File: src/rtl/axi_lite_apb_bridge.sv
// AXI4-Lite slave to APB4 master bridge. Every AXI transaction becomes exactly
// one APB transfer. Reads and writes are serialised. When both are waiting,
// the type that was not granted last goes first. An optional ACCESS-phase
// timeout answers SLVERR so that a hung peripheral cannot stall the bus.
//
//   state    | meaning
//   ---------+-----------------------------------------------------------
//   S_IDLE   | waiting for AW+W or AR; grant and latch request
//   S_SETUP  | APB setup phase, psel=1 penable=0
//   S_ACCESS | APB access phase, wait for pready or timeout
//   S_RESP   | bvalid/rvalid held until the master accepts it
module axi_lite_apb_bridge #(
    parameter int ADDR_W  = 32,
    parameter int DATA_W  = 32,
    parameter int TIMEOUT = 256,
    localparam int STRB_W = DATA_W / 8
) (
    input  logic              clk_i,
    input  logic              aresetn_i,
    input  logic [ADDR_W-1:0] s_axi_awaddr_i,
    input  logic [2:0]        s_axi_awprot_i,
    input  logic              s_axi_awvalid_i,
    output logic              s_axi_awready_o,
    input  logic [DATA_W-1:0] s_axi_wdata_i,
    input  logic [STRB_W-1:0] s_axi_wstrb_i,
    input  logic              s_axi_wvalid_i,
    output logic              s_axi_wready_o,
    output logic [1:0]        s_axi_bresp_o,
    output logic              s_axi_bvalid_o,
    input  logic              s_axi_bready_i,
    input  logic [ADDR_W-1:0] s_axi_araddr_i,
    input  logic [2:0]        s_axi_arprot_i,
    input  logic              s_axi_arvalid_i,
    output logic              s_axi_arready_o,
    output logic [DATA_W-1:0] s_axi_rdata_o,
    output logic [1:0]        s_axi_rresp_o,
    output logic              s_axi_rvalid_o,
    input  logic              s_axi_rready_i,
    output logic [ADDR_W-1:0] paddr_o,
    output logic              psel_o,
    output logic              penable_o,
    output logic              pwrite_o,
    output logic [DATA_W-1:0] pwdata_o,
    output logic [STRB_W-1:0] pstrb_o,
    output logic [2:0]        pprot_o,
    input  logic [DATA_W-1:0] prdata_i,
    input  logic              pready_i,
    input  logic              pslverr_i
);

    localparam int         CNT_W       = (TIMEOUT > 1) ? $clog2(TIMEOUT) : 1;
    localparam logic [1:0] RESP_OKAY   = 2'b00;
    localparam logic [1:0] RESP_SLVERR = 2'b10;

    typedef enum logic [1:0] {S_IDLE, S_SETUP, S_ACCESS, S_RESP} state_t;

    state_t             state_q;
    logic               last_wr_q;
    logic [CNT_W-1:0]   cnt_q;
    logic [ADDR_W-1:0]  paddr_q;
    logic               psel_q;
    logic               penable_q;
    logic               pwrite_q;
    logic [DATA_W-1:0]  pwdata_q;
    logic [STRB_W-1:0]  pstrb_q;
    logic [2:0]         pprot_q;
    logic [1:0]         bresp_q;
    logic               bvalid_q;
    logic [DATA_W-1:0]  rdata_q;
    logic [1:0]         rresp_q;
    logic               rvalid_q;

    logic wr_elig, rd_elig, grant_wr, grant_rd, resp_done, access_end;

    // Arbitration: a write needs AW and W together; ties go against the last grant
    always_comb begin
        wr_elig    = s_axi_awvalid_i && s_axi_wvalid_i;
        rd_elig    = s_axi_arvalid_i;
        grant_wr   = aresetn_i && (state_q == S_IDLE) && wr_elig && (!rd_elig || !last_wr_q);
        grant_rd   = aresetn_i && (state_q == S_IDLE) && rd_elig && (!wr_elig || last_wr_q);
        resp_done  = (bvalid_q && s_axi_bready_i) || (rvalid_q && s_axi_rready_i);
        access_end = pready_i || ((TIMEOUT > 0) && (cnt_q == '0));
    end

    // Transfer sequencer with registered APB and response outputs
    always_ff @(posedge clk_i or negedge aresetn_i) begin
        if (!aresetn_i) begin
            state_q   <= S_IDLE;
            last_wr_q <= 1'b0;
            cnt_q     <= '0;
            paddr_q   <= '0;
            psel_q    <= 1'b0;
            penable_q <= 1'b0;
            pwrite_q  <= 1'b0;
            pwdata_q  <= '0;
            pstrb_q   <= '0;
            pprot_q   <= '0;
            bresp_q   <= RESP_OKAY;
            bvalid_q  <= 1'b0;
            rdata_q   <= '0;
            rresp_q   <= RESP_OKAY;
            rvalid_q  <= 1'b0;
        end else begin
            case (state_q)
                S_IDLE: begin
                    if (grant_wr) begin
                        paddr_q   <= s_axi_awaddr_i;
                        pwdata_q  <= s_axi_wdata_i;
                        pstrb_q   <= s_axi_wstrb_i;
                        pprot_q   <= s_axi_awprot_i;
                        pwrite_q  <= 1'b1;
                        last_wr_q <= 1'b1;
                        psel_q    <= 1'b1;
                        state_q   <= S_SETUP;
                    end else if (grant_rd) begin
                        paddr_q   <= s_axi_araddr_i;
                        pwdata_q  <= '0;
                        pstrb_q   <= '0;
                        pprot_q   <= s_axi_arprot_i;
                        pwrite_q  <= 1'b0;
                        last_wr_q <= 1'b0;
                        psel_q    <= 1'b1;
                        state_q   <= S_SETUP;
                    end
                end
                S_SETUP: begin
                    penable_q <= 1'b1;
                    cnt_q     <= CNT_W'(TIMEOUT - 1);
                    state_q   <= S_ACCESS;
                end
                S_ACCESS: begin
                    if (access_end) begin
                        // A timeout is the only way out without pready
                        psel_q    <= 1'b0;
                        penable_q <= 1'b0;
                        state_q   <= S_RESP;
                        if (pwrite_q) begin
                            bvalid_q <= 1'b1;
                            bresp_q  <= (!pready_i || pslverr_i) ? RESP_SLVERR : RESP_OKAY;
                        end else begin
                            rvalid_q <= 1'b1;
                            rresp_q  <= (!pready_i || pslverr_i) ? RESP_SLVERR : RESP_OKAY;
                            rdata_q  <= pready_i ? prdata_i : '0;
                        end
                    end else begin
                        cnt_q <= cnt_q - CNT_W'(1);
                    end
                end
                S_RESP: begin
                    if (resp_done) begin
                        bvalid_q <= 1'b0;
                        rvalid_q <= 1'b0;
                        state_q  <= S_IDLE;
                    end
                end
                default: state_q <= S_IDLE;
            endcase
        end
    end

    assign s_axi_awready_o = grant_wr;
    assign s_axi_wready_o  = grant_wr;
    assign s_axi_arready_o = grant_rd;
    assign s_axi_bresp_o   = bresp_q;
    assign s_axi_bvalid_o  = bvalid_q;
    assign s_axi_rdata_o   = rdata_q;
    assign s_axi_rresp_o   = rresp_q;
    assign s_axi_rvalid_o  = rvalid_q;
    assign paddr_o         = paddr_q;
    assign psel_o          = psel_q;
    assign penable_o       = penable_q;
    assign pwrite_o        = pwrite_q;
    assign pwdata_o        = pwdata_q;
    assign pstrb_o         = pstrb_q;
    assign pprot_o         = pprot_q;

endmodule

File: config.mk
export PLATFORM = sky130hd
export DESIGN_NAME = axi_lite_apb_bridge
export DESIGN_NICKNAME = d
export VERILOG_FILES = /design/src/rtl/axi_lite_apb_bridge.sv
export SDC_FILE = /design/constraint.sdc
export NUM_CORES = 1
export LEC_CHECK = 0
export CAP_MARGIN = 20
export CORE_UTILIZATION = 35
export CTS_CLUSTER_SIZE = 24
export DETAILED_ROUTE_END_ITERATION = 7
export HOLD_SLACK_MARGIN = 0.15
export PLACE_DENSITY = 0.75
export SETUP_SLACK_MARGIN = 0.15
export SYNTH_ARGS = -nofsm -noshare
export SYNTH_HDL_FRONTEND = slang
export SYNTH_SLANG_ARGS = --single-unit
export TNS_END_PERCENT = 100
File: constraint.sdc
create_clock -name clk_i -period 1.9 [get_ports clk_i]
set_input_delay 0.38 -clock clk_i [delete_from_list [all_inputs] [get_ports clk_i]]
set_output_delay 0.38 -clock clk_i [all_outputs]
set_load 0.02 [all_outputs]
==> results of run 1 <==
cells by family (layout without fill, tap and decap cells):
| family | after synthesis | in the layout | share of synthesized area (%) |
|---|---|---|---|
| fa+ha+maj | 6 | 6 | 1.49 |
| mux | 38 | 38 | 7.55 |
| buf+inv | 43 | 358 | 4.10 |
| xor+xnor | 2 | 2 | 0.348 |
| other cells | 1 | 2 | 0.0744 |
| compound gates | 139 | 139 | 20.5 |
| flops | 120 | 120 | 59.6 |
| simple gates | 70 | 71 | 6.43 |
stage by stage:
step | util (%) | worst slack [ns]
floorplan | - | 0.147
global placement | 57.1 | -0.429
detailed placement | 57.1 | -0.525
CTS | 60.8 | -0.00802
global route | 66.5 | -0.0670
finish | 66.5 | 0.00270
synthesized netlist by cell type (2+ instances only):
cell and number:
a211o_1 2, a21oi_1 6, a22o_1 69, a31oi_1 4, and3_1 2, buf_1 3
buf_2 9, buf_4 3, buf_6 3, clkbuf_1 14, dfrtp_1 120, ha_1 6
inv_1 10, mux2i_1 38, nand2_1 44, nor2_1 7, nor3_1 5, o211ai_1 2
o21ai_0 43, o311ai_0 2, o31ai_1 2, xnor2_1 2
registers in the layout, summed over array words and instances (netlist names):
signal / flops
pprot_o: 3
pwrite_o: 1
penable_o: 1
s_axi_bvalid_o: 1
pstrb_o: 4
paddr_o: 32
pwdata_o: 32
psel_o: 1
state_q: 2
s_axi_bresp_o: 1
cnt_q: 8
s_axi_rdata_o: 32
s_axi_rresp_o: 1
s_axi_rvalid_o: 1
repair_timing:
action | CTS | global route
gates cloned | 1 | 19
gates resized for setup | 129 | 123
setup buffers | 7 | 8
pin swaps | 5 | 37
endpoints found under the setup margin | 191 | 115
per-layer routing:
metal,share of wire [%],vias up,global-route usage (%)
met5,0,-,0
met4,2.9,0,9.57
met3,6.5,43,6.13
met2,52,222,35.1
met1,39,2325,24.7
li1,-,2147,-
worst min-delay path, delay by kind of cell:
kind / cells / cell delay, ns
buf+inv: 3 / 0.63
final cells by class:
type	count	share of cell area (%)
timing repair buffer	317	36.1
sequential	120	32.3
multi-input combinational	258	23.1
clock buffer	22	4.99
tap	180	2.42
clock inverter	8	0.551
inverter	11	0.484
how the worst max path moves through the flow:
stage                           startpoint                  endpoint  depth (start not counted)
global route        state_q[0]$_DFFE_PN0P_           s_axi_arready_o                          6
global placement            s_axi_wvalid_i  pwdata_o[23]$_DFFE_PN0P_                          7
detailed placement         s_axi_awvalid_i  pwdata_o[31]$_DFFE_PN0P_                          7
finish              state_q[1]$_DFFE_PN0P_           s_axi_arready_o                          6
floorplan           state_q[0]$_DFFE_PN0P_    pstrb_o[0]$_DFFE_PN0P_                          9
CTS                 state_q[0]$_DFFE_PN0P_           s_axi_arready_o                          6
power breakdown:
group	leakage, nW	internal (mW)	total [mW]	switching, mW
sequential	1.49	3.60	4.23	0.637
clock	0.248	1.71	2.80	1.10
combinational	2.92	2.87	6.12	3.24
==> flow_metrics.py, run 1 <==
metrics = {
    "outcome": {
        "status": "finished, final reports clean",
    },
    "critical_path": {
        "startpoint_type": "register",
        "crit_path_end_kind": "output port",
        "worstPathRequired_ns": 1.52,
        "arrival_ns": 1.52,
        "rr_startpoint": "state_q[1]$_DFFE_PN0P_",
        "ff2ff_path_depth": 9,
        "worstReg2RegEnd": "pwdata_o[15]$_DFFE_PN0P_",
        "crit_type": "register to output port",
        "path_delay_family": "flip-flops",
        "crit_fanout": 3,
        "crit_buf_inv": 3,
        "cp_cell_sequence": "inv_2 -> ha_4 -> and3_4 -> o21ai_4 -> clkinvlp_4 -> buf_6",
        "crit_path_max_incr_delay_ns": 0.36,
        "cp_slowest_cell": "dfrtp_1",
        "rrSetupSlack_ns": 0.08,
    },
    "cts": {
        "clk_latency_ns": 0.41,
        "cts-hold-fix-buffers": 0,
        "cts_buffers": 17,
        "clockBufferDepth": 2,
        "cts_num_sinks": 120,
        "cts_tree": "yes",
        "clkTransAtPathRegs_ns": 0.05,
        "cts_root_buf": "clkbuf_16",
        "cts.htree.levels": 4,
    },
    "place": {
        "dp.cells": 851,
        "dp_hpwl_um": 10800,
        "numPortBuffers": 259,
        "place_congestion": 0.801,
        "dpl-instance-area_um2": 7980,
    },
    "grt": {
        "grt_pass1_vias": 4614,
        "grt-ovfl-total": 0,
        "grt_usage_pct": 21.0,
        "antenna_found_initial": 0,
        "grt_max_degree": 121,
        "grt_pass1_wl_um": 23600,
    },
    "synth": {
        "synth_top_cell_area_share_pct": 59.6,
        "synth_edf_count": 0,
        "yosysUniqueCellTypes": 45,
        "syn_inst": 419,
        "synthFlopType": "dfrtp_1",
        "yosys_warnings": 0,
        "synth-seq-cells": 120,
        "async_reset_ff_share_pct": 100,
        "postSynthAreaPerCell_um2": 12.0,
        "seq_area_frac_synth_pct": 59.6,
        "synth_area_leaders": "dfrtp_1 (60%), a22o_1 (12%), mux2i_1 (7.5%)",
        "post-synth-top-area-cell": "dfrtp_1",
        "syn_area_um2": 5040,
    },
    "route": {
        "dr.pass1.iters": 4,
        "vias": 4737,
        "routedWlPerCell_um": 19.9,
        "drc_errors": 0,
        "drt_iter0_drc": 156,
        "routed_wl_um": 18200,
        "viasPerCell": 5.17,
        "ant_nets": 0,
    },
    "layout": {
        "fin_nets": 878,
        "post-route-cell-area_um2": 9310,
        "synthToLayoutAreaGrowth_pct": 84.6,
        "seq_area_um2": 3000,
        "layout_commonest_cell": "clkdlybuf4s50_1",
        "n_antenna_cell": 0,
        "fillCellCount": 1083,
        "multi_input_area_um2": 2150,
        "final_cell_mix": "clkdlybuf4s50_1 (145), dfrtp_1 (119), dlygate4sd2_1 (100)",
        "drive_above_1_share_pct": 21.1,
        "fin_cells": 916,
    },
    "timing": {
        "min_period_ns": 1.90,
        "rsz0062_at_grt": "yes",
        "slew_headroom_pct": 53.2,
        "setup_viol": 0,
        "slew_viol_final": 0,
        "finalHoldViolations": 0,
        "worst_pin_slew_ns": 0.702,
        "period_share_pct": 99.9,
        "finClkSkew_ns": 0.00569,
        "timing.fmax_mhz": 527,
        "fin_setup_tns_ns": 0,
        "holdWs_ns": 0.136,
    },
    "power": {
        "finalPower_mw": 13.2,
        "powerDensity_nw_per_um2": 1410,
        "power.leakage_nw": 4.65,
        "ir_worst_vdd_mv": 0.784,
    },
    "floorplanning": {
        "dieArea_um2": 14900,
        "die_w_um": 122,
        "num_rows": 43,
        "ioPinCount": 262,
        "die_height_um": 122,
        "coreArea_um2": 14000,
        "initial_utilization_pct": 36.0,
    },
    "flow_run": {
        "maxCapViolCount": 0,
    },
    "min_path": {
        "min-delay-path-class": "primary input to async pin",
    },
}
(Power assumes the default switching activity.)
==> run 2, diff against run 1 <==
--- a/config.mk
+++ b/config.mk
@@ -6,11 +6,12 @@
 export NUM_CORES = 1
 export LEC_CHECK = 0
 export CAP_MARGIN = 20
-export CORE_UTILIZATION = 35
+export CORE_UTILIZATION = 36
 export CTS_CLUSTER_SIZE = 24
 export DETAILED_ROUTE_END_ITERATION = 7
+export GPL_ROUTABILITY_DRIVEN = 0
 export HOLD_SLACK_MARGIN = 0.15
-export PLACE_DENSITY = 0.75
+export PLACE_DENSITY = 0.77
 export SETUP_SLACK_MARGIN = 0.15
 export SYNTH_ARGS = -nofsm -noshare
 export SYNTH_HDL_FRONTEND = slang
==> run 2 against run 1 <==
Compared with the run above:
- critical endpoint is now s_axi_wready_o
- first-iteration DRC count grew 81%
- the run now ends with negative setup slack left
- clock skew is 0.0031 ns higher
- largest cell class unchanged
- register-to-register slack worse by 0.07 ns
- combinational power up 9.5%
==> flow_metrics.py, run 2 (same netlist as run 1, synthesis figures left out) <==
metrics = {
    "route": {
        "ant_nets": 0,
        "routedWlPerCell_um": 21.7,
        "drc_errors": 0,
        "drt_iter0_drc": 282,
        "dr.pass1.iters": 5,
        "vias": 4917,
        "routed_wl_um": 20300,
        "viasPerCell": 5.27,
    },
    "timing": {
        "timing.fmax_mhz": 518,
        "holdWs_ns": 0.320,
        "worst_pin_slew_ns": 0.660,
        "slew_viol_final": 0,
        "setup_ws_ns": -0.0314,
        "finalHoldViolations": 0,
        "fin_setup_tns_ns": -0.0856,
        "finClkSkew_ns": 0.00879,
        "setup_viol": 3,
        "min_period_ns": 1.93,
        "rsz0062_at_grt": "yes",
        "period_share_pct": 102,
        "slew_headroom_pct": 56.0,
    },
    "flow_run": {
        "maxCapViolCount": 0,
    },
    "cts": {
        "cts_num_sinks": 120,
        "clkTransAtPathRegs_ns": 0.05,
        "cts.htree.levels": 4,
        "cts_tree": "yes",
        "cts_buffers": 17,
        "clk_latency_ns": 0.41,
        "clockBufferDepth": 2,
        "cts_root_buf": "clkbuf_16",
    },
    "floorplanning": {
        "die_height_um": 120,
        "initial_utilization_pct": 37.5,
        "dieArea_um2": 14500,
        "die_w_um": 120,
        "num_rows": 42,
        "coreArea_um2": 13500,
        "ioPinCount": 262,
    },
    "layout": {
        "drive_above_1_share_pct": 25.4,
        "n_antenna_cell": 0,
        "fillCellCount": 917,
        "seq_area_um2": 3000,
        "synthToLayoutAreaGrowth_pct": 92.5,
        "final_cell_mix": "clkdlybuf4s50_1 (145), dfrtp_1 (119), dlygate4sd2_1 (101)",
        "layout_commonest_cell": "clkdlybuf4s50_1",
        "multi_input_area_um2": 2250,
        "fin_nets": 898,
        "post-route-util_pct": 72.1,
    },
    "critical_path": {
        "worstReg2RegEnd": "paddr_o[4]$_DFFE_PN0P_",
        "rrSetupSlack_ns": 0.01,
        "crit_path_max_incr_delay_ns": 0.39,
        "crit_path_end_kind": "output port",
        "cp_cell_sequence": "inv_2 -> ha_4 -> nand4_1 -> a21oi_4 -> buf_6",
        "crit_fanout": 3,
        "crit_type": "register to output port",
        "crit_buf_inv": 2,
        "startpoint": "state_q[0]$_DFFE_PN0P_",
        "worstPathRequired_ns": 1.52,
        "rr_startpoint": "state_q[0]$_DFFE_PN0P_",
        "startpoint_type": "register",
        "arrival_ns": 1.55,
        "cp_slowest_cell": "dfrtp_1",
        "ff2ff_path_depth": 7,
        "path_delay_family": "flip-flops",
    },
    "grt": {
        "grt-ovfl-total": 0,
        "grt_usage_pct": 24.2,
        "grt_pass1_wl_um": 26100,
        "grt_pass1_vias": 4861,
        "antenna_found_initial": 0,
        "grt_max_degree": 52,
    },
    "min_path": {
        "min-delay-path-class": "primary input to async pin",
    },
    "place": {
        "numPortBuffers": 259,
        "dp_slack_ns": -0.507,
        "dp_hpwl_um": 11200,
    },
    "power": {
        "powerDensity_nw_per_um2": 1450,
        "ir_worst_vdd_mv": 0.986,
        "power.leakage_nw": 4.89,
    },
    "outcome": {
        "status": "finished with violations",
        "failed_checks": "negative setup slack",
    },
}
==> run 2: changes by cell type in the layout (fill, tap and decap cells not counted), moves of 4 or more <==
cell | before | now
nand2_1 | 25 | 15
buf_4 | 26 | 34
nand2_4 | 12 | 18
buf_6 | 9 | 14
o21ai_2 | 19 | 24
nand2_2 | 7 | 11
o21ai_1 | 11 | 7
==> run 2: stage by stage <==
step | std cells | power (mW) | instance area, µm²
after floorplan | 420 | 7.10 | 5100
after global placement | 847 | 9.95 | 7950
after detailed placement | 847 | 10.1 | 7950
after CTS | 903 | 13.0 | 8840
after global routing | 933 | 14.7 | 9710
final | 933 | 14.0 | 9710
==> run 2: report_power, final <==
group / leakage, nW / switching (mW) / internal (mW)
sequential: 1.49 / 0.659 / 3.60
clock: 0.276 / 1.11 / 1.98
combinational: 3.12 / 3.48 / 3.22
total: 4.89 / 5.26 / 8.79
==> run 2: worst max path at each step <==
stage	endpoint	slack (ns)	cells past startpoint
after global routing	s_axi_wready_o	-0.08	5
after CTS	s_axi_arready_o	-0.03	6
after floorplan	pstrb_o[0]$_DFFE_PN0P_	0.15	9
after detailed placement	pstrb_o[1]$_DFFE_PN0P_	-0.51	7
final	s_axi_wready_o	-0.03	5
after global placement	pwdata_o[26]$_DFFE_PN0P_	-0.46	7
==> run 2: final cells by class <==
type / instances / share of cell area, %
inverters: 11 / 0.490
repair buffers: 337 / 37.3
clock buffers: 22 / 4.78
flip-flops and latches: 120 / 31.0
well taps: 176 / 2.27
clock inverters: 9 / 1.03
multi-input cells: 258 / 23.2
==> run 2: routing by layer <==
metal  vias to the layer above  share of wire (%)  GRT usage, %
met5                         -                  0             0
met4                         0                2.5          9.10
met3                        40                6.7          7.45
met2                       256                 51          41.7
met1                      2419                 40          28.2
li1                       2202                  -             -
==> run 2: worst register-to-register path: cells and delay by family, from the launching register on <==
kind	cells	cell delay [ns]
mux	1	0.45
flops	1	0.36
fa+ha+maj	1	0.17
compound gates	2	0.21
buf+inv	2	0.41
simple gates	1	0.16
==> run 2: timing repair <==
| action | CTS | global route |
|---|---|---|
| setup endpoints to repair | 211 | 176 |
| buffers inserted | 18 | 14 |
| hold buffers | 1 | 0 |
| pin swaps | 29 | 95 |
| endpoints found under the hold margin | 46 | 0 |
| gates resized for setup | 156 | 142 |
| cloned | 6 | 16 |
